`config.mk`:
```
export PLATFORM = sky130hd
export DESIGN_NAME = dcache_core
export DESIGN_NICKNAME = d
export VERILOG_FILES = /design/src/rtl/dcache_core.sv
export SDC_FILE = /design/constraint.sdc
export NUM_CORES = 1
export LEC_CHECK = 0
export CORE_UTILIZATION = 45
export CTS_CLUSTER_SIZE = 8
export DETAILED_ROUTE_END_ITERATION = 12
export SLEW_MARGIN = 5
export SYNTH_ARGS = -nofsm -noshare
export SYNTH_HDL_FRONTEND = slang
export SYNTH_SLANG_ARGS = --single-unit
```
`constraint.sdc`:
```
create_clock -name clk -period 7.3 [get_ports clk]
set_input_delay 1.095 -clock clk [delete_from_list [all_inputs] [get_ports clk]]
set_output_delay 1.095 -clock clk [all_outputs]
set_load 0.03 [all_outputs]
```
`src/rtl/dcache_core.sv`:
```
// dcache_core: direct-mapped, one-word-per-line, write-through, no-write-allocate
// data cache sitting between a CPU memory unit and a backing memory.
// Optional build macro: DCACHE_STATS_EN adds read hit/miss counters.

package dcache_interface;
  typedef struct packed {
    logic        valid;
    logic        rw;      // 1 = write
    logic [31:0] addr;
    logic [31:0] data;
    logic [31:0] wmask;   // only [3:0] meaningful
  } cpu_req_t;

  typedef struct packed {
    logic        ready;
    logic [31:0] data;
  } cpu_res_t;
endpackage

module dcache_core
  import dcache_interface::*;
#(
  parameter int NUM_LINES = 16
) (
  input  logic     clk,
  input  logic     rst,
  input  cpu_req_t cpu_req,
  output cpu_res_t cpu_res,
  output cpu_req_t mem_req,
  input  cpu_res_t mem_res
`ifdef DCACHE_STATS_EN
  ,
  output logic [31:0] hit_count,
  output logic [31:0] miss_count
`endif
);

  localparam int IDX   = $clog2(NUM_LINES);
  localparam int TAG_W = 30 - IDX;

  typedef enum logic [2:0] {IDLE, LOOKUP, MEM_RD, MEM_WR, RESP} state_t;

  state_t               state;
  logic [31:0]          line_data [NUM_LINES];
  logic [TAG_W-1:0]     line_tag  [NUM_LINES];
  logic [NUM_LINES-1:0] line_vld;

  // latched request; the byte offset is never needed so only the word address is kept
  logic        r_rw;
  logic [29:0] r_addr;
  logic [31:0] r_data;
  logic [31:0] r_wmask;

  logic [IDX-1:0]   idx;
  logic [TAG_W-1:0] tag;
  logic             hit;
  logic [31:0]      merged;
  logic             wr_hit;
  logic             fill;

  assign idx    = r_addr[IDX-1:0];
  assign tag    = r_addr[29:IDX];
  assign hit    = line_vld[idx] && (line_tag[idx] == tag);
  assign wr_hit = (state == LOOKUP) && r_rw && hit;
  assign fill   = (state == MEM_RD) && mem_res.ready;

  // byte-merge of the latched write data over the currently stored word
  always_comb begin
    merged = line_data[idx];
    for (int b = 0; b < 4; b++)
      if (r_wmask[b]) merged[8*b +: 8] = r_data[8*b +: 8];
  end

  // line storage: write-hit merge or miss fill; validity is tracked separately so no reset here
  always_ff @(posedge clk) begin
    if (wr_hit) line_data[idx] <= merged;
    if (fill) begin
      line_data[idx] <= mem_res.data;
      line_tag[idx]  <= tag;
    end
  end

  // control FSM with registered CPU/memory handshakes
  always_ff @(posedge clk) begin
    if (rst) begin
      state    <= IDLE;
      line_vld <= '0;
      cpu_res  <= '0;
      mem_req  <= '0;
      r_rw     <= 1'b0;
      r_addr   <= '0;
      r_data   <= '0;
      r_wmask  <= '0;
`ifdef DCACHE_STATS_EN
      hit_count  <= '0;
      miss_count <= '0;
`endif
    end else begin
      case (state)
        IDLE: if (cpu_req.valid) begin
          r_rw    <= cpu_req.rw;
          r_addr  <= cpu_req.addr[31:2];
          r_data  <= cpu_req.data;
          r_wmask <= cpu_req.wmask;
          state   <= LOOKUP;
        end
        LOOKUP: begin
          if (!r_rw) begin
            if (hit) begin
              cpu_res <= '{ready: 1'b1, data: line_data[idx]};
              state   <= RESP;
            end else begin
              mem_req <= '{valid: 1'b1, rw: 1'b0, addr: {r_addr, 2'b00}, data: 32'h0, wmask: 32'h0};
              state   <= MEM_RD;
            end
`ifdef DCACHE_STATS_EN
            if (hit) hit_count  <= hit_count + 32'd1;
            else     miss_count <= miss_count + 32'd1;
`endif
          end else begin
            // write-through: memory is always written, hit or miss
            mem_req <= '{valid: 1'b1, rw: 1'b1, addr: {r_addr, 2'b00}, data: r_data, wmask: r_wmask};
            state   <= MEM_WR;
          end
        end
        MEM_RD: if (mem_res.ready) begin
          line_vld[idx] <= 1'b1;
          cpu_res       <= '{ready: 1'b1, data: mem_res.data};
          mem_req       <= '0;
          state         <= RESP;
        end
        MEM_WR: if (mem_res.ready) begin
          cpu_res <= '{ready: 1'b1, data: 32'h0};
          mem_req <= '0;
          state   <= RESP;
        end
        RESP: begin
          cpu_res.ready <= 1'b0;
          state         <= IDLE;
        end
        default: state <= IDLE;
      endcase
    end
  end

endmodule

```
Yosys cells after proc, flatten, opt, wreduce, memory -nomap -nowiden
Memory sizes are Yosys's and may differ from the RTL's. A register that Yosys moved wholly into a read port is not among the register bits. Index checks and enable logic that the tools add are counted.

Flip-flop bits (word level): 245. Bits in writable memories: 928. Input port bits: 133. Output and inout bits: 131. Logic and storage cells: 79. Memories: 2.

Order comparisons: 2. Equal/unequal tests: 12. Muxes and demuxes: 32. Bitwise operators: 2. Reduce and logical (&&, ||, !) cells: 16.

Memories: line_data (depth 16, width 32, rd ports 1, clocked after memory_dff 1, write ports 1, RTL line 44) `logic [31:0] line_data [NUM_LINES];`; line_tag (depth 16, width 26, rd ports 1, clocked after memory_dff 1, write ports 1, RTL line 45) `logic [TAG_W-1:0] line_tag [NUM_LINES];`.

Operator list (count): 98-bit 2-to-1 mux (3); 98-bit one-hot mux with 2 select lines (1); 33-bit 2-to-1 mux (4); 32-bit one-hot mux with 3 select lines (1); 32-bit 2-to-1 mux (1); 8-bit 2-to-1 mux (4); 26-bit == test (1); 4-bit 2-to-1 mux (4); 16-bit OR (1); 3-bit 2-to-1 mux (4); 2-bit inequality test (second input constant) (5); 5-bit AND reduction (2); 3-bit one-hot mux with 3 select lines (1); 3-bit by 2-bit == test with 1-bit output (second input constant) (2); 1-bit 2-to-1 mux (6); 2-bit AND reduction (3); 1-bit logical AND (5); 4-bit by 5-bit < comparator with 1-bit output (second input constant) (1); 1-bit binary-select mux with 4-bit select (1); 1-bit demux with 4-bit select (1); 4-bit by 1-bit greater-or-equal comparator with 1-bit output (second input constant) (1); 1-bit one-hot mux with 4 select lines (1); 4-bit nonzero test (1); 3-bit by 1-bit == test with 1-bit output (second input constant) (1); other kinds (9) (9).

Logic depth before layout (Yosys ltp)
Gate-level depths: netlist of the first run.

Depth in word-level cells: 7. Mapped depth: 15.

Worst setup path before layout of the first run
OpenSTA, ideal clock, no wires.

Kind: register -> register. From: reg (tool-made name). To: mem line_data[0][0] (enable). Arrival time: 5.019 ns. Data required time: 6.839 ns. Setup slack: 1.820 ns. Cell stages (with the launch flop): 12. Clock period less this slack: 5.480 ns. Path through: dfxtp_1 > buf_2 > buf_2 > buf_2 > mux4_2 > a221oi_1 > xor2_1 > nand4_1 > or4_4 > nor3_1 > o21ai_0 > nor3_1.

RTL lines (RTL line): end, declared (44).

==> metrics.yaml, run 1 <==
global_route:
  antenna_found_initial: 2
  grt_pass1_vias: 26700
  grt_overflow: 0
  grt_first_pass_wirelength_um: 176000
  grt_max_degree: 130
  track_usage_pct: 23.4
clock_network:
  numCtsBuffers: 165
  cts_tree: "built"
  clockRootBuffer: "clkbuf_16"
  clk_latency_ns: 0.75
  clk_pin_slew_worst_paths_ns: 0.05
  cts_buffer_depth: 3
  htreeDepth: 4
  cts_hold_buf: 0
  post_cts_resized: 0
  cts_num_sinks: 1175
  post_cts_buffers: 0
yosys:
  ys_types: 68
  synth_seq_cells: 1175
  syn-instance-count: 2713
  synthFlopType: "edfxtp_1"
  synth_edf_count: 928
  yosys_warnings: 0
  async_flop_share_pct: 0
  postSynthAreaPerCell_um2: 16.9
  netlist_area_mm2: 0.0458
  ys_seq_area_share_pct: 71.6
power:
  p_leak_nw: 17.5
  peakVddDrop_mv: 0.208
  powerDensity_mw_per_mm2: 285
critical_path:
  worstPathMaxFanout: 63
  end_kind: "flop"
  path_delay_family: "simple AND/OR/NAND/NOR gates"
  worstPathRequired_ns: 7.68
  critical_path.slowest_cell: "dfxtp_4"
  cp_cell_sequence: "buf_12, mux4_2, xnor2_1, nor2_1, o32a_1, a2111oi_0, nand4_1, nor3_1, o21ai_0, nor2_4, buf_4"
  start_kind: "flop"
  cp_data_arrival_time_ns: 6.39
  max_stage_delay_ns: 0.78
  critPathBufInv: 2
  path_class: "reg -> reg"
routing:
  drt_pre_antenna_iters: 5
  via_per_inst: 5.80
  wl_um: 121000
  ant_nets: 0
  drc_errors: 0
  wire_per_inst_um: 26.6
  via_count: 26300
  drtIter0Drc: 2297
place:
  dpl.cell_count: 4243
  dp_hpwl_um: 67500
  place_area_mm2: 0.0503
  port_buffers: 259
  place_congestion: 0.820
timing:
  rsz0062_at_grt: "false"
  fin_tns_setup_ns: 0
  finalHoldViolations: 0
  slew_violations: 0
  period_needed_ns: 6.00
  worst_slew_pin_slew_ns: 1.24
  max_slew_margin_pct: 17.3
  setup_violations: 0
  period_share_pct: 82.2
  finClkSkew_ns: 0.0347
  max_freq_mhz: 167
layout:
  fillCellCount: 7966
  multi_input_comb_area_mm2: 0.0123
  drive_above_1_share_pct: 19.3
  seq_area_mm2: 0.0328
  areaGrowthSynthToFinish_pct: 20.3
  nNetsFinal: 3186
  layout.cells.non_filler: 4534
  utilization_pct: 54.9
  fin_area_mm2: 0.0551
die:
  rows: 116
  coreArea_mm2: 0.100
  die_y_um: 321
  die_area_mm2: 0.103
  die_x_um: 321
  initial_core_util_pct: 45.6
  io_pins: 264
job:
  cap_violations: 0
worst_hold_path:
  hold_class: "reg -> reg"
run_status:
  status: "complete, no violations"
==> cell families (layout without fill, tap and decap cells) <==
group	Yosys count	count (layout)	share of synthesized area, %
compound gates	414	414	6.39
xor+xnor	26	26	0.497
buf+inv	195	656	2.08
flops	1175	1175	71.6
mux	373	373	14.6
other cells	1	4	0.00819
simple gates	529	529	4.75
==> path summary, 6_finish.rpt <==
check                            startpoint                to  slack (ns)  cells after the start
worst min-delay path            r_wmask[15]       r_wmask[15]        0.45                      2
worst max register to register         flop  line_data[8][22]        1.30                     11
worst min register to register  r_wmask[15]       r_wmask[15]        0.45                      2
worst max-delay path                   flop  line_data[8][22]        1.30                     11
==> layout by cell type, fill, tap and decap left out, drive strengths merged, types with 100 or more instances in the layout <==
cell type / count
a21oi: 102
buf: 100
clkbuf: 276
clkdlybuf4s50: 258
dfxtp: 247
edfxtp: 928
mux2i: 111
mux4: 235
nand2: 313
nor2: 134
==> sequential cells by signal (all words and copies together) (netlist names), named ones only <==
name,flops
line_vld,16
state,3
cpu_res,33
line_tag,416
line_data,512
r_rw,1
r_wmask,32
r_data,32
mem_req,96
r_addr,30
==> layer usage <==
| layer | up-vias | GRT usage [%] | routed length [µm] |
|---|---|---|---|
| met4 | 0 | 7.46 | 3050 |
| met1 | 13700 | 30.7 | 49500 |
| met3 | 221 | 3.99 | 7080 |
| met2 | 943 | 39.9 | 61100 |
| li1 | 11400 | - | - |
| met5 | - | 0 | 0 |
==> Yosys cell counts, types with 11 or more instances <==
cell type | number | share of area, %
buf_2 | 38 | 0.42
a21oi_1 | 102 | 1.1
mux2i_1 | 111 | 2.4
nor2_1 | 134 | 1.1
a22oi_1 | 42 | 0.69
nand3_1 | 11 | 0.12
a211oi_1 | 69 | 1.1
buf_1 | 19 | 0.16
mux2_2 | 27 | 0.66
a31o_2 | 14 | 0.27
o21ai_0 | 40 | 0.44
edfxtp_1 | 928 | 61
a22o_1 | 37 | 0.71
clkbuf_1 | 96 | 0.79
buf_6 | 13 | 0.32
nor3_1 | 20 | 0.22
nor2b_1 | 14 | 0.19
mux4_2 | 235 | 12
nand2_1 | 313 | 2.6
xnor2_1 | 12 | 0.23
buf_4 | 20 | 0.33
xor2_1 | 14 | 0.27
a31o_1 | 50 | 0.96
dfxtp_1 | 247 | 11
==> worst reg2reg max path, cell delays in order, from the launching register on <==
cell and delay (ns):
dfxtp_4 0.78, buf_12 0.45, mux4_2 0.46, xnor2_1 0.17, nor2_1 0.08, o32a_1 0.42, a2111oi_0 0.63, nand4_1 0.56
nor3_1 0.64, o21ai_0 0.52, nor2_4 0.51, buf_4 0.42
==> layout make-up <==
| cell class | count | share of cell area, % |
|---|---|---|
| inverters | 9 | 0.0613 |
| repair buffers | 358 | 6.24 |
| clock buffers | 276 | 8.38 |
| well taps | 1357 | 3.08 |
| flip-flops and latches | 1175 | 59.6 |
| diodes | 2 | 0.00908 |
| clock inverters | 13 | 0.420 |
| multi-input cells | 1344 | 22.3 |
==> report_power, final <==
group | internal, mW | switching, mW | total [mW]
logic | 0.438 | 0.636 | 1.07
registers | 7.41 | 0.122 | 7.54
clock network | 4.29 | 2.79 | 7.07
total | 12.1 | 3.55 | 15.7
==> per-stage QoR <==
step / power (mW) / setup slack (ns) / hold WS, ns
floorplan: 8.30 / 1.82 / 0.435
global placement: 8.71 / 1.50 / 0.442
detailed placement: 8.74 / 1.42 / 0.447
CTS: 15.8 / 1.25 / 0.453
global route: 16.2 / 1.17 / 0.470
finish: 15.7 / 1.30 / 0.454
Note: power is estimated with default switching activity, not from simulation.
==> inputs of run 2 (changes only) <==
--- a/config.mk
+++ b/config.mk
@@ -8,6 +8,7 @@
 export CORE_UTILIZATION = 45
 export CTS_CLUSTER_SIZE = 8
 export DETAILED_ROUTE_END_ITERATION = 12
+export PLACE_DENSITY = 0.65
 export SLEW_MARGIN = 5
 export SYNTH_ARGS = -nofsm -noshare
 export SYNTH_HDL_FRONTEND = slang
==> constraint.sdc (replaced) <==
create_clock -name clk -period 5.5 [get_ports clk]
set_input_delay 0.825 -clock clk [delete_from_list [all_inputs] [get_ports clk]]
set_output_delay 0.825 -clock clk [all_outputs]
set_load 0.03 [all_outputs]
==> run 2 against run 1 <==
Effect of this change:
- combinational power increased by 35%
- maximum frequency is 19% higher
- largest cell class unchanged
- first-iteration DRC count up 14%
- worst hold slack lost 0.0015 ns
- critical path depth did not move
- sequential cell count is the same
- critical endpoint is now line_data[3][24]
- sequential share of layout area shrank 0.51 points
==> metrics.yaml, run 2 (synthesized netlist as in run 1, its figures left out) <==
run_status:
  status: "complete, no violations"
routing:
  via_per_inst: 5.78
  drc_errors: 0
  wl_um: 121000
  wire_per_inst_um: 26.5
  drtIter0Drc: 2613
  ant_nets: 0
  drt_pre_antenna_iters: 7
  via_count: 26500
place:
  pre_cts_ws_ns: 0.317
  place_congestion: 0.792
  port_buffers: 259
  dp_hpwl_um: 70400
  place_area_mm2: 0.0507
worst_hold_path:
  hp-start: "r_wmask[4]"
  hold_class: "reg -> reg"
  whs_path_depth: 2
clock_network:
  cts_num_sinks: 1175
  cts_hold_buf: 0
  cts_buffer_depth: 3
  clk_latency_ns: 0.77
  htreeDepth: 4
  clockRootBuffer: "clkbuf_16"
  cts_tree: "built"
  clk_pin_slew_worst_paths_ns: 0.05
  numCtsBuffers: 165
  post_cts_buffers: 0
  post_cts_resized: 0
critical_path:
  cp_data_arrival_time_ns: 5.46
  start_kind: "flop"
  worstPathMaxFanout: 34
  rr_worst_depth: 11
  path_class: "reg -> reg"
  worstPathRequired_ns: 5.93
  end_kind: "flop"
layout:
  reg_top3: "line_data x512, line_tag x416, mem_req x96"
  areaGrowthSynthToFinish_pct: 21.4
  largest_reg_flops: 512
  largest_register: "line_data"
  final_cell_mix: "edfxtp_1 (928), nand2_1 (313), clkdlybuf4s50_1 (258)"
  nNetsFinal: 3219
  diodes: 0
  final_common_cell: "edfxtp_1"
  fin_area_mm2: 0.0556
  drive_above_1_share_pct: 20.0
  fillCellCount: 7755
global_route:
  grt_pass1_vias: 27300
  antenna_found_initial: 3
  grt_first_pass_wirelength_um: 177000
  grt_max_degree: 81
  track_usage_pct: 23.6
  grt_overflow: 0
timing:
  slew_violations: 0
  period_share_pct: 91.4
  setup_violations: 0
  setup_ws_ns: 0.470
  period_needed_ns: 5.03
  worst_slew_pin_slew_ns: 1.20
  rsz0062_at_grt: "false"
  fin_tns_setup_ns: 0
  max_freq_mhz: 199
  finalHoldViolations: 0
  finClkSkew_ns: 0.0419
  max_slew_margin_pct: 19.9
die:
  coreArea_mm2: 0.100
  die_area_mm2: 0.103
  die_y_um: 321
  initial_core_util_pct: 45.6
  io_pins: 264
  die_x_um: 321
  rows: 116
power:
  p_leak_nw: 17.7
  powerDensity_mw_per_mm2: 376
  peakVddDrop_mv: 0.242
  finalPower_mw: 20.9
job:
  cap_violations: 0
run 2: worst paths after layout:
| kind | slack (ns) | to |
|---|---|---|
| hold reg to reg | 0.45 | r_wmask[4] |
| hold / removal | 0.45 | r_wmask[4] |
| setup / recovery | 0.47 | line_data[3][24] |
| setup reg to reg | 0.47 | line_data[3][24] |
run 2: routing by layer:
layer	wire [µm]	part of all wire, %	global-route usage, %	up-vias
met5	25	0.021	0	-
met4	3220	2.7	8.32	4
met3	9220	7.6	4.46	226
met2	60700	50	39.5	1134
met1	48100	40	30.8	13700
li1	-	-	-	11500
run 2: cell type report:
| cell class | count | area [µm²] | share of cell area, % |
|---|---|---|---|
| inverter | 9 | 33.8 | 0.0608 |
| multi-input combinational | 1344 | 12300 | 22.1 |
| tap | 1357 | 1700 | 3.05 |
| clock buffer | 293 | 4650 | 8.37 |
| clock inverter | 13 | 220 | 0.396 |
| sequential | 1175 | 32800 | 59.1 |
| timing repair buffer | 391 | 3900 | 7.01 |
run 2: where the power goes:
part,switching (mW),internal [mW],total (mW)
clock network,3.75,5.70,9.46
logic,0.837,0.603,1.44
registers,0.172,9.84,10.0
total,4.76,16.1,20.9
run 2: through the flow:
stage          util, %  instances  hold WS, ns
3_3_place_gp      50.5       4276        0.443
4_1_cts           55.3       4582        0.453
3_5_place_dp      50.5       4276        0.447
6_report          55.3       4582        0.453
2_1_floorplan        -       2714        0.435
5_1_grt           55.3       4582        0.468
run 2: critical path: stages, from the launching register on:
cell,delay (ns)
dfxtp_4,0.73
nor2b_1,0.74
a22o_1,0.26
nor4_1,0.06
o32a_1,0.35
a2111oi_0,0.62
nand4_1,0.21
buf_4,0.23
nor3_1,0.41
o21bai_1,0.34
nor3_2,0.41
buf_12,0.29
